File: src/rtl/fwd_hazard_unit_pkg.sv
// Shared definitions for the forwarding/hazard unit.
// Holds the FSM state encoding and the default datapath and register-address widths.
package fwd_hazard_unit_pkg;

  localparam int unsigned DefaultXlen = 32;
  localparam int unsigned DefaultRaW  = 5;

  typedef enum logic [1:0] {
    StRun      = 2'd0,
    StLuStall  = 2'd1,
    StMemWait  = 2'd2
  } state_e;

endpackage

File: src/rtl/fwd_hazard_unit_src_sel.sv
// fwd_src_sel: per-operand producer match, priority select and hazard detect.
// Ports:
//   id_valid_i, rs_use_i, rs_i       - ID operand being resolved
//   ex_*, mem_*, wb_*                - pipeline producers (rd, write enable, data)
//   hold_vld_i, hold_rd_i, hold_dat_i - late-load hold buffer
//   fwd_en_o, fwd_dat_o              - operand taken from the forwarding path
//   lu_haz_o                         - youngest producer is a load still in EX
//   mw_haz_o                         - youngest producer is a load in MEM awaiting ack
module fwd_src_sel
  import fwd_hazard_unit_pkg::*;
#(
  parameter int unsigned XLEN = DefaultXlen,
  parameter int unsigned RA_W = DefaultRaW
) (
  input  logic            id_valid_i,
  input  logic            rs_use_i,
  input  logic [RA_W-1:0] rs_i,
  input  logic [RA_W-1:0] ex_rd_i,
  input  logic            ex_we_i,
  input  logic            ex_is_load_i,
  input  logic [XLEN-1:0] ex_dat_i,
  input  logic [RA_W-1:0] mem_rd_i,
  input  logic            mem_we_i,
  input  logic            mem_is_load_i,
  input  logic            mem_ack_i,
  input  logic [XLEN-1:0] mem_dat_i,
  input  logic [RA_W-1:0] wb_rd_i,
  input  logic            wb_we_i,
  input  logic [XLEN-1:0] wb_dat_i,
  input  logic            hold_vld_i,
  input  logic [RA_W-1:0] hold_rd_i,
  input  logic [XLEN-1:0] hold_dat_i,
  output logic            fwd_en_o,
  output logic [XLEN-1:0] fwd_dat_o,
  output logic            lu_haz_o,
  output logic            mw_haz_o
);

  logic qual;
  logic ex_match, mem_match, wb_match, hold_match;

  // x0 is hardwired to zero and never forwarded.
  assign qual       = id_valid_i & rs_use_i & (rs_i != '0);
  assign ex_match   = qual & ex_we_i  & (rs_i == ex_rd_i);
  assign mem_match  = qual & mem_we_i & (rs_i == mem_rd_i);
  assign wb_match   = qual & wb_we_i  & (rs_i == wb_rd_i);
  assign hold_match = qual & hold_vld_i & (rs_i == hold_rd_i);

  // The youngest matching producer owns the value; if its data is not ready yet,
  // older stages hold stale values and must not be used.
  always_comb begin
    fwd_en_o  = 1'b0;
    fwd_dat_o = '0;
    if (ex_match) begin
      if (!ex_is_load_i) begin
        fwd_en_o  = 1'b1;
        fwd_dat_o = ex_dat_i;
      end
    end else if (mem_match) begin
      if (!mem_is_load_i || mem_ack_i) begin
        fwd_en_o  = 1'b1;
        fwd_dat_o = mem_dat_i;
      end
    end else if (wb_match) begin
      fwd_en_o  = 1'b1;
      fwd_dat_o = wb_dat_i;
    end else if (hold_match) begin
      fwd_en_o  = 1'b1;
      fwd_dat_o = hold_dat_i;
    end
  end

  assign lu_haz_o = ex_match & ex_is_load_i;
  assign mw_haz_o = mem_match & mem_is_load_i & ~mem_ack_i & ~ex_match;

endmodule

File: src/rtl/fwd_hazard_unit.sv
// fwd_hazard_unit: operand forwarding and pipeline hazard control between ID and EX.
// Ports:
//   clk_i, rst_i               - clock, synchronous active-high reset
//   id_valid_i, id_rs_i,
//   id_rs_use_i                - ID operands (operand k at id_rs_i[k*RA_W +: RA_W])
//   ex_*, mem_*, wb_*          - producer stages; mem_ack_i qualifies load data
//   fwd_en_o, fwd_dat_o        - per-operand forwarding select and data
//   stall_o, bubble_o          - freeze front end / inject NOP into EX
//   mem_timeout_o              - sticky: MEM_WAIT lasted TIMEOUT cycles without ack
//   stall_cnt_o                - saturating count of stalled cycles
module fwd_hazard_unit
  import fwd_hazard_unit_pkg::*;
#(
  parameter int unsigned XLEN    = DefaultXlen,
  parameter int unsigned NUM_SRC = 2,
  parameter int unsigned RA_W    = DefaultRaW,
  parameter int unsigned TIMEOUT = 255,
  parameter int unsigned CNT_W   = 32
) (
  input  logic                    clk_i,
  input  logic                    rst_i,
  input  logic                    id_valid_i,
  input  logic [NUM_SRC*RA_W-1:0] id_rs_i,
  input  logic [NUM_SRC-1:0]      id_rs_use_i,
  input  logic [RA_W-1:0]         ex_rd_i,
  input  logic                    ex_we_i,
  input  logic                    ex_is_load_i,
  input  logic [XLEN-1:0]         ex_dat_i,
  input  logic [RA_W-1:0]         mem_rd_i,
  input  logic                    mem_we_i,
  input  logic                    mem_is_load_i,
  input  logic                    mem_ack_i,
  input  logic [XLEN-1:0]         mem_dat_i,
  input  logic [RA_W-1:0]         wb_rd_i,
  input  logic                    wb_we_i,
  input  logic [XLEN-1:0]         wb_dat_i,
  output logic [NUM_SRC-1:0]      fwd_en_o,
  output logic [NUM_SRC*XLEN-1:0] fwd_dat_o,
  output logic                    stall_o,
  output logic                    bubble_o,
  output logic                    mem_timeout_o,
  output logic [CNT_W-1:0]        stall_cnt_o
);

  localparam int unsigned WaitW = $clog2(TIMEOUT + 1);

  logic [NUM_SRC-1:0]      sel_en, lu_vec, mw_vec;
  logic [NUM_SRC*XLEN-1:0] sel_dat;
  logic                    lu_haz, mw_haz, stall;

  state_e          state_q;
  logic            hold_vld_q;
  logic [RA_W-1:0] hold_rd_q;
  logic [XLEN-1:0] hold_dat_q;
  logic [WaitW-1:0] wait_cnt_q;
  logic            timeout_q;
  logic [CNT_W-1:0] stall_cnt_q;

  for (genvar k = 0; k < NUM_SRC; k++) begin : g_src
    fwd_src_sel #(
      .XLEN (XLEN),
      .RA_W (RA_W)
    ) u_sel (
      .id_valid_i    (id_valid_i),
      .rs_use_i      (id_rs_use_i[k]),
      .rs_i          (id_rs_i[k*RA_W +: RA_W]),
      .ex_rd_i       (ex_rd_i),
      .ex_we_i       (ex_we_i),
      .ex_is_load_i  (ex_is_load_i),
      .ex_dat_i      (ex_dat_i),
      .mem_rd_i      (mem_rd_i),
      .mem_we_i      (mem_we_i),
      .mem_is_load_i (mem_is_load_i),
      .mem_ack_i     (mem_ack_i),
      .mem_dat_i     (mem_dat_i),
      .wb_rd_i       (wb_rd_i),
      .wb_we_i       (wb_we_i),
      .wb_dat_i      (wb_dat_i),
      .hold_vld_i    (hold_vld_q),
      .hold_rd_i     (hold_rd_q),
      .hold_dat_i    (hold_dat_q),
      .fwd_en_o      (sel_en[k]),
      .fwd_dat_o     (sel_dat[k*XLEN +: XLEN]),
      .lu_haz_o      (lu_vec[k]),
      .mw_haz_o      (mw_vec[k])
    );
  end

  assign lu_haz = |lu_vec;
  assign mw_haz = |mw_vec;
  assign stall  = ~rst_i & (lu_haz | mw_haz);

  assign stall_o       = stall;
  assign bubble_o      = stall;
  assign fwd_en_o      = rst_i ? '0 : sel_en;
  assign fwd_dat_o     = rst_i ? '0 : sel_dat;
  assign mem_timeout_o = timeout_q;
  assign stall_cnt_o   = stall_cnt_q;

  always_ff @(posedge clk_i) begin
    if (rst_i) begin
      state_q     <= StRun;
      hold_vld_q  <= 1'b0;
      hold_rd_q   <= '0;
      hold_dat_q  <= '0;
      wait_cnt_q  <= '0;
      timeout_q   <= 1'b0;
      stall_cnt_q <= '0;
    end else begin
      if (stall && (stall_cnt_q != '1)) begin
        stall_cnt_q <= stall_cnt_q + CNT_W'(1);
      end

      // Consumer saw the held data on a non-stalled RUN cycle; it is no longer needed.
      if ((state_q == StRun) && !stall) begin
        hold_vld_q <= 1'b0;
      end
      // Register file now holds the value, so the buffered copy would only go stale.
      if (wb_we_i && (wb_rd_i == hold_rd_q)) begin
        hold_vld_q <= 1'b0;
      end

      unique case (state_q)
        StRun: begin
          if (lu_haz) begin
            state_q <= StLuStall;
          end else if (mw_haz) begin
            state_q    <= StMemWait;
            wait_cnt_q <= '0;
          end
        end
        StLuStall: begin
          if (mw_haz) begin
            state_q    <= StMemWait;
            wait_cnt_q <= '0;
          end else begin
            state_q <= StRun;
          end
        end
        StMemWait: begin
          if (mem_ack_i) begin
            state_q    <= StRun;
            hold_vld_q <= 1'b1;
            hold_rd_q  <= mem_rd_i;
            hold_dat_q <= mem_dat_i;
          end else begin
            // Counter parks at TIMEOUT; the flag stays sticky until reset.
            if (wait_cnt_q != WaitW'(TIMEOUT)) begin
              wait_cnt_q <= wait_cnt_q + WaitW'(1);
            end
            if (wait_cnt_q == WaitW'(TIMEOUT - 1)) begin
              timeout_q <= 1'b1;
            end
          end
        end
        default: state_q <= StRun;
      endcase
    end
  end

endmodule

File: config.mk
export PLATFORM = sky130hd
export DESIGN_NAME = fwd_hazard_unit
export DESIGN_NICKNAME = d
export VERILOG_FILES = /design/src/rtl/fwd_hazard_unit_pkg.sv /design/src/rtl/fwd_hazard_unit_src_sel.sv /design/src/rtl/fwd_hazard_unit.sv
export SDC_FILE = /design/constraint.sdc
export NUM_CORES = 1
export LEC_CHECK = 0
export ABC_CLOCK_PERIOD_IN_PS = 2800
export BUFFER_PORTS_ARGS = -buffer_cell sky130_fd_sc_hd__buf_2
export CAP_MARGIN = 15
export CORE_MARGIN = 2
export CORE_UTILIZATION = 35
export DETAILED_ROUTE_END_ITERATION = 12
export GPL_TIMING_DRIVEN = 1
export HOLD_SLACK_MARGIN = 0.15
export SLEW_MARGIN = 10
export SYNTH_ARGS = -nofsm -noshare
export SYNTH_HDL_FRONTEND = slang
export SYNTH_HIERARCHICAL = 1
export SYNTH_SLANG_ARGS = --single-unit
File: constraint.sdc
create_clock -name clk_i -period 2.8 [get_ports clk_i]
set_input_delay 0.14 -clock clk_i [delete_from_list [all_inputs] [get_ports clk_i]]
set_output_delay 0.14 -clock clk_i [all_outputs]
set_load 0.01 [all_outputs]
=== Word level (Yosys, flattened, before mapping) ===
Cells that the tools add are included.

* Bits in registers: 81
* Bits of input ports: 132
* Output and inout bits: 101

* $add $sub $neg: 2
* Equal/unequal tests: 19
* Multiplexer cells: 36
* Bitwise logic cells: 34
* Reductions and logical operators: 16

{| class="wikitable"
|+ Operators by type and width
! cell !! count
|-
| $mux 32 || 10
|-
| $mux 64 || 1
|-
| $eq 5x5->1 || 9
|-
| $add 32x1->32 const B || 1
|-
| $mux 8 || 4
|-
| $ne 32x32->1 const B || 1
|-
| $and 1x1->1 || 29
|-
| $pmux 8 s3 || 1
|-
| $mux 1 || 14
|-
| $mux 2 || 5
|-
| $reduce_bool 5->1 || 2
|-
| $add 8x1->8 const B || 1
|-
| $eq 8x8->1 const B || 1
|-
| $ne 2x2->1 const B || 4
|-
| $ne 8x8->1 const B || 1
|-
| $pmux 2 s3 || 1
|-
| $not 1->1 || 4
|-
| $reduce_and 2->1 || 2
|-
| $reduce_and 4->1 || 1
|-
| $reduce_or 2->1 || 2
|-
| $logic_and 1x1->1 || 3
|-
| $ne 3x3->1 const B || 1
|-
| $reduce_and 3->1 || 1
|-
| $reduce_bool 3->1 || 1
|-
| other kinds (6) || 7
|}

=== Logic depth before layout (Yosys ltp) ===
Gate-level depths: netlist of the first run.

* Depth after elaboration: 16
* Mapped depth: 13
* Gate-level depth less buffers: 10

=== Cells and area by module ===
Netlist of the first run, hierarchy kept.

{| class="wikitable"
|+ Modules (own cells, without submodules)
! module !! instances !! cells an instance !! area an instance (um^2)
|-
| fwd_hazard_unit || 1 || 508 || 4040.1
|-
| fwd_src_sel || 2 || 241 || 1517.7
|}

=== Least setup slack after synthesis of the first run ===
No wires, ideal clock.

* Path kind: input port to flip-flop
* Start point: input port id_rs_i[9]
* End point: register stall_cnt_q[13], in the netlist stall_cnt_o[13]
* Arrival time: 2.865 ns
* Data required time: 2.679 ns
* Slack: -0.186 ns
* Stages on the path: 12
* Path through: buf_2 -> or4_4 -> o21ai_2 -> or3_1 -> buf_4 -> buf_2 -> and3_1 -> nor4_1 -> or4_4 -> buf_2 -> nor4_1 -> mux2_2

* Cells in the longest elaborated chain, start to end: 11

{| class="wikitable"
|+ RTL lines
! what !! RTL line !! RTL
|-
| start, declared || fwd_hazard_unit.sv:23 || <nowiki>input logic [NUM_SRC*RA_W-1:0] id_rs_i,</nowiki>
|-
| $reduce_bool 5->1 || fwd_hazard_unit_src_sel.sv:43 || <nowiki>assign qual = id_valid_i & rs_use_i & (rs_i != '0);</nowiki>
|-
| $and 1x1->1 || fwd_hazard_unit_src_sel.sv:43 ||
|-
| $and 1x1->1 (2 in a row) || fwd_hazard_unit_src_sel.sv:45 || <nowiki>assign mem_match = qual & mem_we_i & (rs_i == mem_rd_i);</nowiki>
|-
| $and 1x1->1 (2 in a row) || fwd_hazard_unit_src_sel.sv:74 || <nowiki>assign mw_haz_o = mem_match & mem_is_load_i & ~mem_ack_i & ~ex_match;</nowiki>
|-
| $and 1x1->1 (*) || fwd_hazard_unit_src_sel.sv:74 ||
|-
| via mw_vec[1] || fwd_hazard_unit.sv:47 || <nowiki>logic [NUM_SRC-1:0] sel_en, lu_vec, mw_vec;</nowiki>
|-
| $reduce_or 2->1 (*) || fwd_hazard_unit.sv:90 || <nowiki>assign mw_haz = |mw_vec;</nowiki>
|-
| $or 1x1->1 (*) || fwd_hazard_unit.sv:91 || <nowiki>assign stall = ~rst_i & (lu_haz | mw_haz);</nowiki>
|-
| $and 1x1->1 (*) || fwd_hazard_unit.sv:91 ||
|-
| $logic_and 1x1->1 (*) || fwd_hazard_unit.sv:110 || <nowiki>if (stall && (stall_cnt_q != '1)) begin</nowiki>
|-
| end signal, assigned || fwd_hazard_unit.sv:111 || <nowiki>stall_cnt_q <= stall_cnt_q + CNT_W'(1);</nowiki>
|-
| end, declared || fwd_hazard_unit.sv:57 || <nowiki>logic [CNT_W-1:0] stall_cnt_q;</nowiki>
|}

The timed path passes the listed nets; every way through them passes the cells marked *.
A chain may end at the register's enable or synchronous reset.

=== Final worst setup path of the first run ===
* Start point: input port id_rs_i[8]
* End point: output port fwd_dat_o[62]

* Cells in the longest elaborated chain, start to end: 9

{| class="wikitable"
|+ RTL lines
! what !! RTL line !! RTL
|-
| $reduce_bool 5->1 || fwd_hazard_unit_src_sel.sv:43 ||
|-
| $and 1x1->1 || fwd_hazard_unit_src_sel.sv:43 ||
|-
| $and 1x1->1 (2 in a row) || fwd_hazard_unit_src_sel.sv:47 || <nowiki>assign hold_match = qual & hold_vld_i & (rs_i == hold_rd_i);</nowiki>
|-
| $mux 32 || fwd_hazard_unit_src_sel.sv:67 || <nowiki>end else if (hold_match) begin</nowiki>
|-
| $mux 32 || fwd_hazard_unit_src_sel.sv:64 || <nowiki>end else if (wb_match) begin</nowiki>
|-
| $mux 32 || fwd_hazard_unit_src_sel.sv:59 || <nowiki>end else if (mem_match) begin</nowiki>
|-
| $mux 32 (*) || fwd_hazard_unit_src_sel.sv:54 || <nowiki>if (ex_match) begin</nowiki>
|-
| via sel_dat[62] || fwd_hazard_unit.sv:48 || <nowiki>logic [NUM_SRC*XLEN-1:0] sel_dat;</nowiki>
|-
| $mux 64 (*) || fwd_hazard_unit.sv:96 || <nowiki>assign fwd_dat_o = rst_i ? '0 : sel_dat;</nowiki>
|-
| end, declared || fwd_hazard_unit.sv:38 || <nowiki>output logic [NUM_SRC*XLEN-1:0] fwd_dat_o,</nowiki>
|}

Marked as above.

==> flow_results.xml, run 1 <==
<?xml version="1.0" encoding="UTF-8"?>
<metrics>
  <group name="outcome">
    <metric name="run_status" unit="">finished clean</metric>
  </group>
  <group name="clock_tree">
    <metric name="cts_setup_buffers" unit="">0</metric>
    <metric name="ctsRootBufferMaster" unit="">clkbuf_16</metric>
    <metric name="numCtsBuffers" unit="">9</metric>
    <metric name="cts.htree.levels" unit="">3</metric>
    <metric name="clock_insertion_delay_worst_skew" unit="ns">0.34</metric>
    <metric name="clk_pin_slew" unit="ns">0.06</metric>
    <metric name="cts_tree" unit="">built</metric>
    <metric name="clock_sinks" unit="">81</metric>
    <metric name="number_of_buffers_between_clock_root_and_the_deepest_sink" unit="">2</metric>
  </group>
  <group name="critical_path">
    <metric name="crit_path_dat" unit="ns">2.55</metric>
    <metric name="minimum_setup_slack_among_reg_to_reg_paths" unit="ns">0.47</metric>
    <metric name="worstPathCellList" unit="">buf_2 &gt; or4_4 &gt; o21ai_4 &gt; buf_4 &gt; or3_1 &gt; buf_4 &gt; a31oi_1 &gt; o21ai_1 &gt; nor2b_1 &gt; buf_2</metric>
    <metric name="critical_path.endpoint" unit="">fwd_dat_o[62]</metric>
    <metric name="critical-path-max-stage-delay" unit="ns">0.56</metric>
    <metric name="timing.critical_path.slowest_stage_cell" unit="">or4_4</metric>
    <metric name="type_of_element_capturing_the_critical_path" unit="">output pin</metric>
    <metric name="r2r_end" unit="">stall_cnt_o[22]</metric>
    <metric name="worst_path_maximum_fanout" unit="">35</metric>
    <metric name="critical_path.reg2reg.startpoint" unit="">stall_cnt_o[0]</metric>
    <metric name="startpoint" unit="">id_rs_i[8]</metric>
    <metric name="critical_path_required" unit="ns">2.66</metric>
    <metric name="timing_worst_setup_path_type" unit="">input pin to output pin</metric>
    <metric name="cp-start-kind" unit="">input pin</metric>
    <metric name="reg2reg_depth" unit="">7</metric>
  </group>
  <group name="global_route">
    <metric name="grt_first_pass_wirelength" unit="microns">43100</metric>
    <metric name="grt_max_degree" unit="">61</metric>
    <metric name="grt_usage" unit="%">24.7</metric>
    <metric name="vias_in_the_first_global_route" unit="">8179</metric>
    <metric name="globalRoute.totalOverflow" unit="">0</metric>
    <metric name="grt_antenna_before_repair" unit="">5</metric>
  </group>
  <group name="floorplanning">
    <metric name="chip_height" unit="microns">146</metric>
    <metric name="placement_rows" unit="">52</metric>
    <metric name="floorplan.die.width" unit="microns">146</metric>
    <metric name="initial_utilization" unit="%">35.3</metric>
    <metric name="boundaryPins" unit="">233</metric>
    <metric name="die_area" unit="sq um">21400</metric>
    <metric name="placeableCoreArea" unit="sq um">20000</metric>
  </group>
  <group name="detailed_routing">
    <metric name="routedWlPerCell" unit="microns">18.5</metric>
    <metric name="drtIter0Drc" unit="">544</metric>
    <metric name="antenna_violating_nets_post_route" unit="">0</metric>
    <metric name="dr_total_vias" unit="">8505</metric>
    <metric name="via_per_inst" unit="">5.68</metric>
    <metric name="detail_route.first_pass.iterations" unit="">7</metric>
    <metric name="remaining_drc_errors" unit="">0</metric>
    <metric name="routed_wl" unit="microns">27700</metric>
  </group>
  <group name="logic_synthesis">
    <metric name="yosys.cell_types.count" unit="">57</metric>
    <metric name="avgSynthCellArea" unit="sq um">7.15</metric>
    <metric name="synthCells" unit="">990</metric>
    <metric name="syn-cell-area" unit="sq um">7080</metric>
    <metric name="yosysWarnings" unit="">6</metric>
    <metric name="synth.yosys.seq_area_share" unit="%">22.9</metric>
    <metric name="async_flop_share" unit="%">0</metric>
    <metric name="yosys_most_used_dff" unit="">dfxtp_1</metric>
    <metric name="ys_seq_elements" unit="">81</metric>
    <metric name="synth_fp_nets" unit="">1125</metric>
    <metric name="synth-edff-count" unit="">0</metric>
  </group>
  <group name="sta">
    <metric name="slew-limit-headroom" unit="%">37.1</metric>
    <metric name="timing.final.hold_violations" unit="">0</metric>
    <metric name="clock-skew-final" unit="ns">0.00644</metric>
    <metric name="setup_slack" unit="ns">0.112</metric>
    <metric name="tightest_slew" unit="ns">0.936</metric>
    <metric name="timing.final.max_slew_violations" unit="">0</metric>
    <metric name="timing.fmax" unit="MHz">372</metric>
    <metric name="timing.final.setup_violations" unit="">0</metric>
    <metric name="period_needed" unit="ns">2.69</metric>
    <metric name="grt_setup_unrepaired" unit="">true</metric>
    <metric name="post-route-period-util" unit="%">96.0</metric>
  </group>
  <group name="layout">
    <metric name="register_area" unit="sq um">1620</metric>
    <metric name="multi_input_area" unit="sq um">4780</metric>
    <metric name="layout.nets" unit="">1353</metric>
    <metric name="drive_above_1_share" unit="%">27.7</metric>
    <metric name="fillCellCount" unit="">2104</metric>
    <metric name="areaGrowthSynthToFinish" unit="%">31.4</metric>
  </group>
  <group name="job">
    <metric name="maxCapViolCount" unit="">0</metric>
  </group>
  <group name="placement">
    <metric name="buffer_ports.inserted" unit="">232</metric>
    <metric name="final_replace_weighted_congestion" unit="">0.918</metric>
    <metric name="post-dp-hpwl" unit="microns">18800</metric>
    <metric name="place_worst_setup_slack" unit="ns">-0.00587</metric>
  </group>
  <group name="power_and_ir_drop">
    <metric name="static-leakage-power" unit="nW">3.63</metric>
    <metric name="design_power_total" unit="mW">2.84</metric>
    <metric name="power.density_cell_area" unit="nW/um^2">305</metric>
    <metric name="irDropWorstVdd" unit="mV">0.357</metric>
  </group>
  <group name="min_path">
    <metric name="timing.hold.worst.class" unit="">input pin to flop</metric>
  </group>
</metrics>
-- critical path, delay by kind of cell --
family	cells	cell delay, ns
buffers and inverters	4	0.94
AO/OA/AOI/OAI	3	0.41
AND/OR/NAND/NOR	3	1.04
-- synthesized netlist by cell type, types with 3 or more instances --
cell / count / area, sq um
and2_1: 7 / 43.8
a32oi_1: 64 / 561
and4_1: 4 / 35.0
a211oi_1: 6 / 45.0
nor2_1: 40 / 150
o21ai_1: 66 / 330
a21oi_1: 47 / 235
nor4_2: 6 / 75.1
inv_1: 70 / 263
nand4_1: 24 / 150
buf_2: 30 / 150
and3_1: 3 / 18.8
a31oi_1: 67 / 419
buf_4: 4 / 30.0
o21ai_0: 7 / 35.0
xnor2_1: 59 / 517
nor3_1: 16 / 80.1
dfxtp_1: 81 / 1620
nor3b_1: 3 / 22.5
nor2b_1: 71 / 444
ha_1: 3 / 37.5
nor4_1: 74 / 463
nand2_1: 100 / 375
xor2_1: 7 / 61.3
buf_1: 3 / 11.3
mux2i_1: 3 / 30.0
clkbuf_1: 52 / 195
buf_6: 6 / 67.6
or3_1: 8 / 50.1
or4_4: 4 / 45.0
buf_8: 6 / 90.1
nand3_1: 11 / 55.1
-- logic make-up (layout without fill, tap and decap cells) --
| logic type | Yosys count | after routing | share of synthesized area, % |
|---|---|---|---|
| AND/OR/NAND/NOR | 386 | 386 | 30.6 |
| AO/OA/AOI/OAI | 279 | 279 | 25.8 |
| buffers and inverters | 171 | 403 | 11.4 |
| flip-flops | 81 | 81 | 22.9 |
| XOR/XNOR | 66 | 66 | 8.17 |
| multiplexers | 4 | 4 | 0.584 |
| adder cells (fa/ha/maj) | 3 | 3 | 0.531 |
| other | 0 | 6 | 0 |
-- final cells by class --
type	instances	area share, %
tap	270	3.63
multi-input combinational	738	51.5
clock buffer	11	2.72
sequential	81	17.4
timing repair buffer	318	21.2
antenna	6	0.161
clock inverter	4	0.552
inverter	70	2.83
-- layer usage --
metal	vias up	wire [microns]	track usage [%]
met5	-	0	0
met4	0	758	9.27
met3	58	2200	4.31
met2	404	13200	42.8
met1	3949	11500	30.6
li1	4094	-	-
-- placed cells by master (no fill, tap or decap), types with 7 or more instances in the layout --
cell,synthesis,layout
a31oi_1,67,67
and2_1,7,7
nor4_1,74,69
or3_1,8,8
dfxtp_1,81,81
nor2b_1,71,71
nand4_1,24,24
nor4_2,6,8
buf_2,30,231
inv_1,70,70
a32oi_1,64,64
a21oi_1,47,47
dlygate4sd3_1,0,37
xor2_1,7,7
xnor2_1,59,59
o21ai_1,66,64
nand2_1,100,100
buf_4,4,43
nand3_1,11,11
o21ai_0,7,7
clkbuf_16,0,9
nor3_1,16,14
nor2_1,40,39
-- per-stage QoR --
step / area [sq um] / instances / setup TNS (ns) / utilization, % / hold WS, ns
after floorplan: 7140 / 990 / 0 / - / 0.276
after global placement: 8570 / 1440 / 0 / 42.8 / 0.406
after detailed placement: 8570 / 1440 / -0.00587 / 42.8 / 0.414
after CTS: 9250 / 1492 / 0 / 46.1 / 0.231
after global routing: 9290 / 1495 / -0.00612 / 46.4 / 0.293
final: 9300 / 1498 / 0 / 46.4 / 0.241
-- power by group --
group / internal, mW / switching [mW]
Combinational: 0.188 / 0.278
Sequential: 1.15 / 0.000590
Clock: 0.736 / 0.483
-- sequential cells by signal (all words and copies together), names as in the netlist --
| register | count |
|---|---|
| hold_dat_q | 32 |
| hold_vld_q | 1 |
| stall_cnt_o | 32 |
| wait_cnt_q | 8 |
| state_q | 2 |
| mem_timeout_o | 1 |
| hold_rd_q | 5 |
-- how the worst min path moves through the flow --
stage,from,endpoint,slack (ns),depth (start not counted)
after floorplan,mem_dat_i[0],hold_dat_q[0],0.28,2
after global placement,mem_dat_i[22],hold_dat_q[22],0.41,3
after detailed placement,mem_dat_i[6],hold_dat_q[6],0.41,3
after CTS,wb_we_i,hold_vld_q,0.23,4
after global routing,wb_we_i,hold_vld_q,0.29,4
final,wb_we_i,hold_vld_q,0.24,4
-- timing repair --
item,in CTS,in global routing
endpoints found under the setup margin,0,16
hold endpoints to repair,37,0
hold buffers,37,0
gates resized for setup,0,8
(Power assumes the default switching activity.)
==> inputs of run 2 (changes only) <==
Settings changed: ABC_AREA set to 1, REMOVE_ABC_BUFFERS set to 1.
==> run 2 against run 1 <==
  * Via count up 31%
  * Flip-flop and latch count unchanged
  * Critical path depth up 6
  * Clock skew up 0.0053 ns
  * Largest cell class unchanged
==> flow_results.xml, run 2 <==
<?xml version="1.0" encoding="UTF-8"?>
<metrics>
  <group name="detailed_routing">
    <metric name="drtIter0Drc" unit="">853</metric>
    <metric name="via_per_inst" unit="">4.83</metric>
    <metric name="dr_total_vias" unit="">11200</metric>
    <metric name="detail_route.first_pass.iterations" unit="">7</metric>
    <metric name="routedWlPerCell" unit="microns">14.6</metric>
    <metric name="routed_wl" unit="microns">33700</metric>
    <metric name="antenna_violating_nets_post_route" unit="">0</metric>
    <metric name="remaining_drc_errors" unit="">0</metric>
  </group>
  <group name="critical_path">
    <metric name="critical_path.most_common_cell" unit="">nand2_1</metric>
    <metric name="worstPathBufferInverterCount" unit="">6</metric>
    <metric name="critPathTopFamily" unit="">simple AND/OR/NAND/NOR gates</metric>
    <metric name="cp-start-kind" unit="">input pin</metric>
    <metric name="timing.critical_path.slowest_stage_cell" unit="">dlygate4sd3_1</metric>
    <metric name="worstPathCellList" unit="">dlygate4sd3_1 &gt; buf_2 &gt; inv_1 &gt; nand2_1 &gt; nand4_2 &gt; nor2_2 &gt; nand3_4 &gt; nor2_8 &gt; buf_4 &gt; nand2_1 &gt; nand2_1 &gt; nand2_1 &gt; nand2_1 &gt; inv_1 &gt; nor2_1 &gt; buf_2</metric>
    <metric name="crit_path_dat" unit="ns">2.53</metric>
    <metric name="worst_path_maximum_fanout" unit="">14</metric>
    <metric name="critical-path-max-stage-delay" unit="ns">0.53</metric>
    <metric name="timing_worst_setup_path_type" unit="">input pin to output pin</metric>
    <metric name="type_of_element_capturing_the_critical_path" unit="">output pin</metric>
    <metric name="critical_path_required" unit="ns">2.66</metric>
  </group>
  <group name="global_route">
    <metric name="globalRoute.totalOverflow" unit="">0</metric>
    <metric name="grt_first_pass_wirelength" unit="microns">53300</metric>
    <metric name="grt_max_degree" unit="">86</metric>
    <metric name="vias_in_the_first_global_route" unit="">10300</metric>
    <metric name="grt_antenna_before_repair" unit="">7</metric>
    <metric name="grt_usage" unit="%">23.4</metric>
  </group>
  <group name="logic_synthesis">
    <metric name="synth.largest_area_cell" unit="">nand2_1</metric>
    <metric name="synth.yosys.seq_area_share" unit="%">17.5</metric>
    <metric name="synth_compound_area_share" unit="%">5.59</metric>
    <metric name="async_flop_share" unit="%">0</metric>
    <metric name="synthAdderAreaFrac" unit="%">0.406</metric>
    <metric name="yosysWarnings" unit="">6</metric>
    <metric name="synth_top_cell_area_share" unit="%">29.9</metric>
    <metric name="synth-edff-count" unit="">0</metric>
    <metric name="ys_seq_elements" unit="">81</metric>
    <metric name="synth_commonest_cells" unit="">737 x nand2_1, 253 x inv_1, 188 x nand3_1, 165 x nor2_1, 81 x dfxtp_1</metric>
    <metric name="synth_top_family_by_area" unit="">simple AND/OR/NAND/NOR gates</metric>
    <metric name="yosys_most_used_dff" unit="">dfxtp_1</metric>
    <metric name="post_synth_and_or_nand_nor_area_fraction" unit="%">54.0</metric>
    <metric name="synth_most_common_cell" unit="">nand2_1</metric>
    <metric name="ys_top_cells_by_area" unit="">nand2_1 30%, dfxtp_1 18%, inv_1 10%</metric>
    <metric name="synth_xor_xnor_area_share" unit="%">3.79</metric>
    <metric name="avgSynthCellArea" unit="sq um">5.31</metric>
    <metric name="synth.mux.area_fraction" unit="%">0</metric>
    <metric name="synthCells" unit="">1742</metric>
    <metric name="yosys.cell_types.count" unit="">45</metric>
    <metric name="syn-cell-area" unit="sq um">9250</metric>
  </group>
  <group name="min_path">
    <metric name="timing.hold.worst.class" unit="">input pin to flop</metric>
  </group>
  <group name="sta">
    <metric name="timing.final.hold_violations" unit="">0</metric>
    <metric name="timing.fmax" unit="MHz">375</metric>
    <metric name="timing.final.setup_violations" unit="">0</metric>
    <metric name="period_needed" unit="ns">2.67</metric>
    <metric name="slew-limit-headroom" unit="%">49.9</metric>
    <metric name="tightest_slew" unit="ns">0.749</metric>
    <metric name="grt_setup_unrepaired" unit="">false</metric>
    <metric name="timing.final.max_slew_violations" unit="">0</metric>
    <metric name="post-route-period-util" unit="%">95.2</metric>
    <metric name="final.hold.worst_slack" unit="ns">0.167</metric>
    <metric name="clock-skew-final" unit="ns">0.0117</metric>
  </group>
  <group name="clock_tree">
    <metric name="numCtsBuffers" unit="">9</metric>
    <metric name="cts_tree" unit="">built</metric>
    <metric name="clock_insertion_delay_worst_skew" unit="ns">0.35</metric>
    <metric name="ctsRootBufferMaster" unit="">clkbuf_16</metric>
    <metric name="cts.htree.levels" unit="">3</metric>
    <metric name="number_of_buffers_between_clock_root_and_the_deepest_sink" unit="">2</metric>
    <metric name="clk_pin_slew" unit="ns">0.07</metric>
    <metric name="clock_sinks" unit="">81</metric>
  </group>
  <group name="layout">
    <metric name="final_common_cell" unit="">nand2_1</metric>
    <metric name="drive_above_1_share" unit="%">18.2</metric>
    <metric name="final_cell_mix" unit="">737 x nand2_1, 253 x inv_1, 231 x buf_2</metric>
    <metric name="layout.nets" unit="">2099</metric>
    <metric name="areaGrowthSynthToFinish" unit="%">20.5</metric>
  </group>
  <group name="job">
    <metric name="maxCapViolCount" unit="">0</metric>
  </group>
  <group name="floorplanning">
    <metric name="chip_height" unit="microns">167</metric>
    <metric name="floorplan.die.width" unit="microns">167</metric>
    <metric name="initial_utilization" unit="%">35.6</metric>
    <metric name="placeableCoreArea" unit="sq um">26000</metric>
    <metric name="placement_rows" unit="">59</metric>
    <metric name="die_area" unit="sq um">27700</metric>
    <metric name="boundaryPins" unit="">233</metric>
  </group>
  <group name="power_and_ir_drop">
    <metric name="static-leakage-power" unit="nW">6.10</metric>
    <metric name="irDropWorstVdd" unit="mV">0.258</metric>
    <metric name="power.density_cell_area" unit="nW/um^2">270</metric>
    <metric name="design_power_total" unit="mW">3.01</metric>
  </group>
  <group name="placement">
    <metric name="post-dp-hpwl" unit="microns">23500</metric>
    <metric name="final_replace_weighted_congestion" unit="">0.941</metric>
    <metric name="buffer_ports.inserted" unit="">232</metric>
  </group>
  <group name="outcome">
    <metric name="run_status" unit="">finished clean</metric>
  </group>
</metrics>
==> run 2: final timing paths <==
kind | slack (ns) | to | cells after the start | startpoint
worst min-delay path | 0.17 | hold_rd_q[2] | 3 | mem_rd_i[2]
worst max register to register | 0.75 | stall_cnt_o[12] | 10 | stall_cnt_o[1]
worst max-delay path | 0.13 | fwd_dat_o[7] | 16 | mem_rd_i[3]
worst min register to register | 0.45 | mem_timeout_o | 2 | mem_timeout_o
==> run 2: area by class of cell <==
type | instances | area (sq um)
fillers | 2880 | 14800
multi-input cells | 1305 | 5930
repair buffers | 305 | 1850
flip-flops and latches | 81 | 1620
inverters | 262 | 988
well taps | 335 | 419
clock buffers | 9 | 225
clock inverters | 7 | 98.8
diodes | 7 | 17.5
==> run 2: power by group <==
group | internal, mW | total, mW | switching [mW]
Sequential | 1.15 | 1.15 | 0.000623
Combinational | 0.180 | 0.510 | 0.330
Clock | 0.791 | 1.34 | 0.554
==> run 2: kinds of logic after synthesis <==
logic type               Yosys count
XOR/XNOR                          40
AND/OR/NAND/NOR                 1162
flip-flops                        81
AO/OA/AOI/OAI                     99
buffers and inverters            357
adder cells (fa/ha/maj)            3
==> run 2: what timing repair did <==
| item | CTS | global route |
|---|---|---|
| resized for setup | 0 | 3 |
| endpoints found under the hold margin | 34 | 0 |
| endpoints found under the setup margin | 0 | 59 |
| setup buffers | 0 | 13 |
| hold buffers | 34 | 0 |
==> run 2: through the flow <==
step	cell area, sq um	std cells	worst slack [ns]	setup TNS (ns)	util [%]
2_1_floorplan	8500	1647	-0.358	-7.13	-
3_3_place_gp	10300	2240	0.381	0	39.8
3_5_place_dp	10300	2240	0.271	0	39.8
4_1_cts	11000	2290	0.0243	0	42.4
5_1_grt	11100	2310	0.0148	0	42.9
6_report	11100	2311	0.134	0	42.9
==> run 2: worst min-delay path: stages <==
cell and delay [ns]:
buf_2 0.13, o21ai_0 0.10, a21oi_1 0.11
==> run 2: layer usage <==
layer  track usage, %  routed length [microns]
met1             30.9                    15200
met2             39.6                    15700
met3             3.35                     2130
met4             7.27                      660
met5                0                       16
==> inputs of run 3 (changes only) <==
Settings changed: ABC_AREA 1 to not set.
==> run 3 against run 2 <==
  * The flow now finishes with violations (negative setup slack)
  * Via count fell by 23%
  * Global-route usage rose by 1.0 points
  * Non-clock buffer count rose by 16
  * Die area fell by 23%
  * Hold slack improved by 0.040 ns
  * Final cell count fell by 35%
  * Flip-flop and latch count did not move
  * Clock-buffer cell count rose by 2
  * Total power fell by 8.8%
  * Critical path type is now input pin to flop
==> flow_results.xml, run 3 (synthesis gave the netlist of run 1 again) <==
<?xml version="1.0" encoding="UTF-8"?>
<metrics>
  <group name="outcome">
    <metric name="run_status" unit="">complete, but fails checks</metric>
    <metric name="violations" unit="">negative setup slack</metric>
  </group>
  <group name="sta">
    <metric name="timing.fmax" unit="MHz">356</metric>
    <metric name="period_needed" unit="ns">2.81</metric>
    <metric name="setup_slack" unit="ns">-0.0112</metric>
    <metric name="post-route-period-util" unit="%">100</metric>
    <metric name="slew-limit-headroom" unit="%">48.7</metric>
    <metric name="setup_total_negative_slack" unit="ns">-0.0112</metric>
    <metric name="timing.final.hold_violations" unit="">0</metric>
    <metric name="tightest_slew" unit="ns">0.764</metric>
    <metric name="clock-skew-final" unit="ns">0.0100</metric>
    <metric name="timing.final.max_slew_violations" unit="">0</metric>
    <metric name="grt_setup_unrepaired" unit="">true</metric>
    <metric name="timing.final.setup_violations" unit="">1</metric>
  </group>
  <group name="global_route">
    <metric name="grt_first_pass_wirelength" unit="microns">42800</metric>
    <metric name="grt_antenna_before_repair" unit="">3</metric>
    <metric name="grt_max_degree" unit="">131</metric>
    <metric name="vias_in_the_first_global_route" unit="">8229</metric>
    <metric name="grt_usage" unit="%">24.4</metric>
    <metric name="globalRoute.totalOverflow" unit="">0</metric>
  </group>
  <group name="min_path">
    <metric name="hold_depth" unit="">4</metric>
    <metric name="timing.hold.worst.class" unit="">input pin to flop</metric>
  </group>
  <group name="layout">
    <metric name="drive_above_1_share" unit="%">27.2</metric>
    <metric name="final_common_cell" unit="">buf_2</metric>
    <metric name="layout.nets" unit="">1356</metric>
    <metric name="areaGrowthSynthToFinish" unit="%">31.4</metric>
    <metric name="final_cell_mix" unit="">231 x buf_2, 100 x nand2_1, 81 x dfxtp_1</metric>
    <metric name="fillCellCount" unit="">2064</metric>
    <metric name="postLayoutCoreUtil" unit="%">46.4</metric>
  </group>
  <group name="clock_tree">
    <metric name="ctsRootBufferMaster" unit="">clkbuf_16</metric>
    <metric name="cts.htree.levels" unit="">3</metric>
    <metric name="number_of_buffers_between_clock_root_and_the_deepest_sink" unit="">2</metric>
    <metric name="clock_sinks" unit="">81</metric>
    <metric name="numCtsBuffers" unit="">9</metric>
    <metric name="clock_insertion_delay_worst_skew" unit="ns">0.35</metric>
    <metric name="clk_pin_slew" unit="ns">0.07</metric>
    <metric name="cts_tree" unit="">built</metric>
  </group>
  <group name="detailed_routing">
    <metric name="remaining_drc_errors" unit="">0</metric>
    <metric name="via_per_inst" unit="">5.72</metric>
    <metric name="routed_wl" unit="microns">27400</metric>
    <metric name="dr_total_vias" unit="">8558</metric>
    <metric name="drtIter0Drc" unit="">675</metric>
    <metric name="routedWlPerCell" unit="microns">18.3</metric>
    <metric name="antenna_violating_nets_post_route" unit="">0</metric>
    <metric name="detail_route.first_pass.iterations" unit="">5</metric>
  </group>
  <group name="floorplanning">
    <metric name="placeableCoreArea" unit="sq um">20000</metric>
    <metric name="die_area" unit="sq um">21400</metric>
    <metric name="initial_utilization" unit="%">35.3</metric>
    <metric name="chip_height" unit="microns">146</metric>
    <metric name="boundaryPins" unit="">233</metric>
    <metric name="floorplan.die.width" unit="microns">146</metric>
    <metric name="placement_rows" unit="">52</metric>
  </group>
  <group name="power_and_ir_drop">
    <metric name="swShare" unit="%">28.9</metric>
    <metric name="static-leakage-power" unit="nW">3.63</metric>
    <metric name="intPower" unit="mW">1.95</metric>
    <metric name="irDropWorstVdd" unit="mV">0.254</metric>
    <metric name="netSwitchingPower" unit="uW">792</metric>
    <metric name="power.density_cell_area" unit="nW/um^2">295</metric>
    <metric name="clock_power_share" unit="%">41.0</metric>
    <metric name="power.combinational.fraction" unit="%">17.0</metric>
    <metric name="share_seq_of_total_power" unit="%">42.0</metric>
  </group>
  <group name="placement">
    <metric name="post-dp-hpwl" unit="microns">18500</metric>
    <metric name="buffer_ports.inserted" unit="">232</metric>
    <metric name="final_replace_weighted_congestion" unit="">0.892</metric>
  </group>
  <group name="critical_path">
    <metric name="critical-path-max-stage-delay" unit="ns">0.60</metric>
    <metric name="critical_path_required" unit="ns">3.02</metric>
    <metric name="type_of_element_capturing_the_critical_path" unit="">flop</metric>
    <metric name="critical_path.most_common_cell" unit="">xnor2_1</metric>
    <metric name="timing_worst_setup_path_type" unit="">input pin to flop</metric>
    <metric name="reg2reg_depth" unit="">6</metric>
    <metric name="timing.critical_path.slowest_stage_cell" unit="">or4_4</metric>
    <metric name="worst_path_maximum_fanout" unit="">8</metric>
    <metric name="crit_path_dat" unit="ns">3.03</metric>
    <metric name="cp-start-kind" unit="">input pin</metric>
    <metric name="worstPathCellList" unit="">dlygate4sd3_1 &gt; buf_2 &gt; xnor2_1 &gt; nand4_1 &gt; nor2_2 &gt; and3_1 &gt; nor4_1 &gt; or4_4 &gt; a2111oi_0 &gt; xnor2_1 &gt; nor2_1</metric>
  </group>
  <group name="job">
    <metric name="maxCapViolCount" unit="">0</metric>
  </group>
</metrics>
==> run 3: changes by cell type in the layout (fill, tap and decap cells not counted), sizes merged, moves of 22 or more <==
cell | before | now
o21ai | 17 | 75
xor2 | 29 | 7
nor4 | 1 | 81
nand3 | 192 | 11
nand2 | 767 | 100
nor2b | 0 | 71
xnor2 | 11 | 59
a21oi | 74 | 48
inv | 265 | 72
a32oi | 0 | 64
nor2 | 181 | 40
a31oi | 1 | 67
==> run 3: final cells by class <==
cell class,count,area [sq um],share of cell area [%]
inverter,70,263,2.83
clock buffer,11,233,2.50
clock inverter,5,38.8,0.417
sequential,81,1620,17.4
antenna,1,2.50,0.0269
tap,270,338,3.63
timing repair buffer,321,2040,21.9
multi-input combinational,738,4760,51.2
==> run 3: per-stage QoR <==
step | setup WS, ns | instances | hold WS (ns) | total power [mW] | instance area [sq um]
final | -0.0112 | 1497 | 0.207 | 2.74 | 9300
after global routing | -0.217 | 1496 | 0.272 | 2.84 | 9290
after CTS | 0.00335 | 1494 | 0.211 | 2.76 | 9200
after detailed placement | -0.0721 | 1439 | 0.417 | 1.59 | 8530
after global placement | 0.0250 | 1439 | 0.413 | 1.59 | 8530
after floorplan | -1.15 | 889 | 0.209 | 1.32 | 6530
==> run 3: path summary, 6_finish.rpt <==
check | from | endpoint | slack (ns)
worst max-delay path | mem_rd_i[2] | stall_cnt_o[21] | -0.01
worst min-delay path | wb_we_i | hold_vld_q | 0.21
worst max register to register | state_q[1] | hold_rd_q[0] | 0.52
worst min register to register | hold_dat_q[21] | hold_dat_q[21] | 0.47
==> run 3: worst max-delay path: cells and delay by family <==
family                 cells  cell delay, ns
buffers and inverters      2            0.69
AND/OR/NAND/NOR            6            1.38
AO/OA/AOI/OAI              1            0.50
XOR/XNOR                   2            0.31
==> run 3: power by group through the flow <==
stage / clock, mW / sequential, mW / combinational [mW]
final: 1.12 / 1.15 / 0.465
after global routing: 1.19 / 1.15 / 0.496
after CTS: 1.15 / 1.15 / 0.457
after detailed placement: 0 / 1.18 / 0.412
after global placement: 0 / 1.18 / 0.413
after floorplan: 0 / 1.18 / 0.142
==> run 3: layer usage <==
| layer | track usage (%) | wire length, microns |
|---|---|---|
| met2 | 42.1 | 13300 |
| met3 | 4.56 | 2120 |
| met5 | 0 | 27 |
| met1 | 29.8 | 11200 |
| met4 | 10.7 | 725 |
==> run 3: repair_timing <==
action | CTS | global route
gates resized for setup | 0 | 13
endpoints found under the hold margin | 46 | 0
buffers inserted | 0 | 2
setup endpoints to repair | 0 | 49
hold buffers | 39 | 0
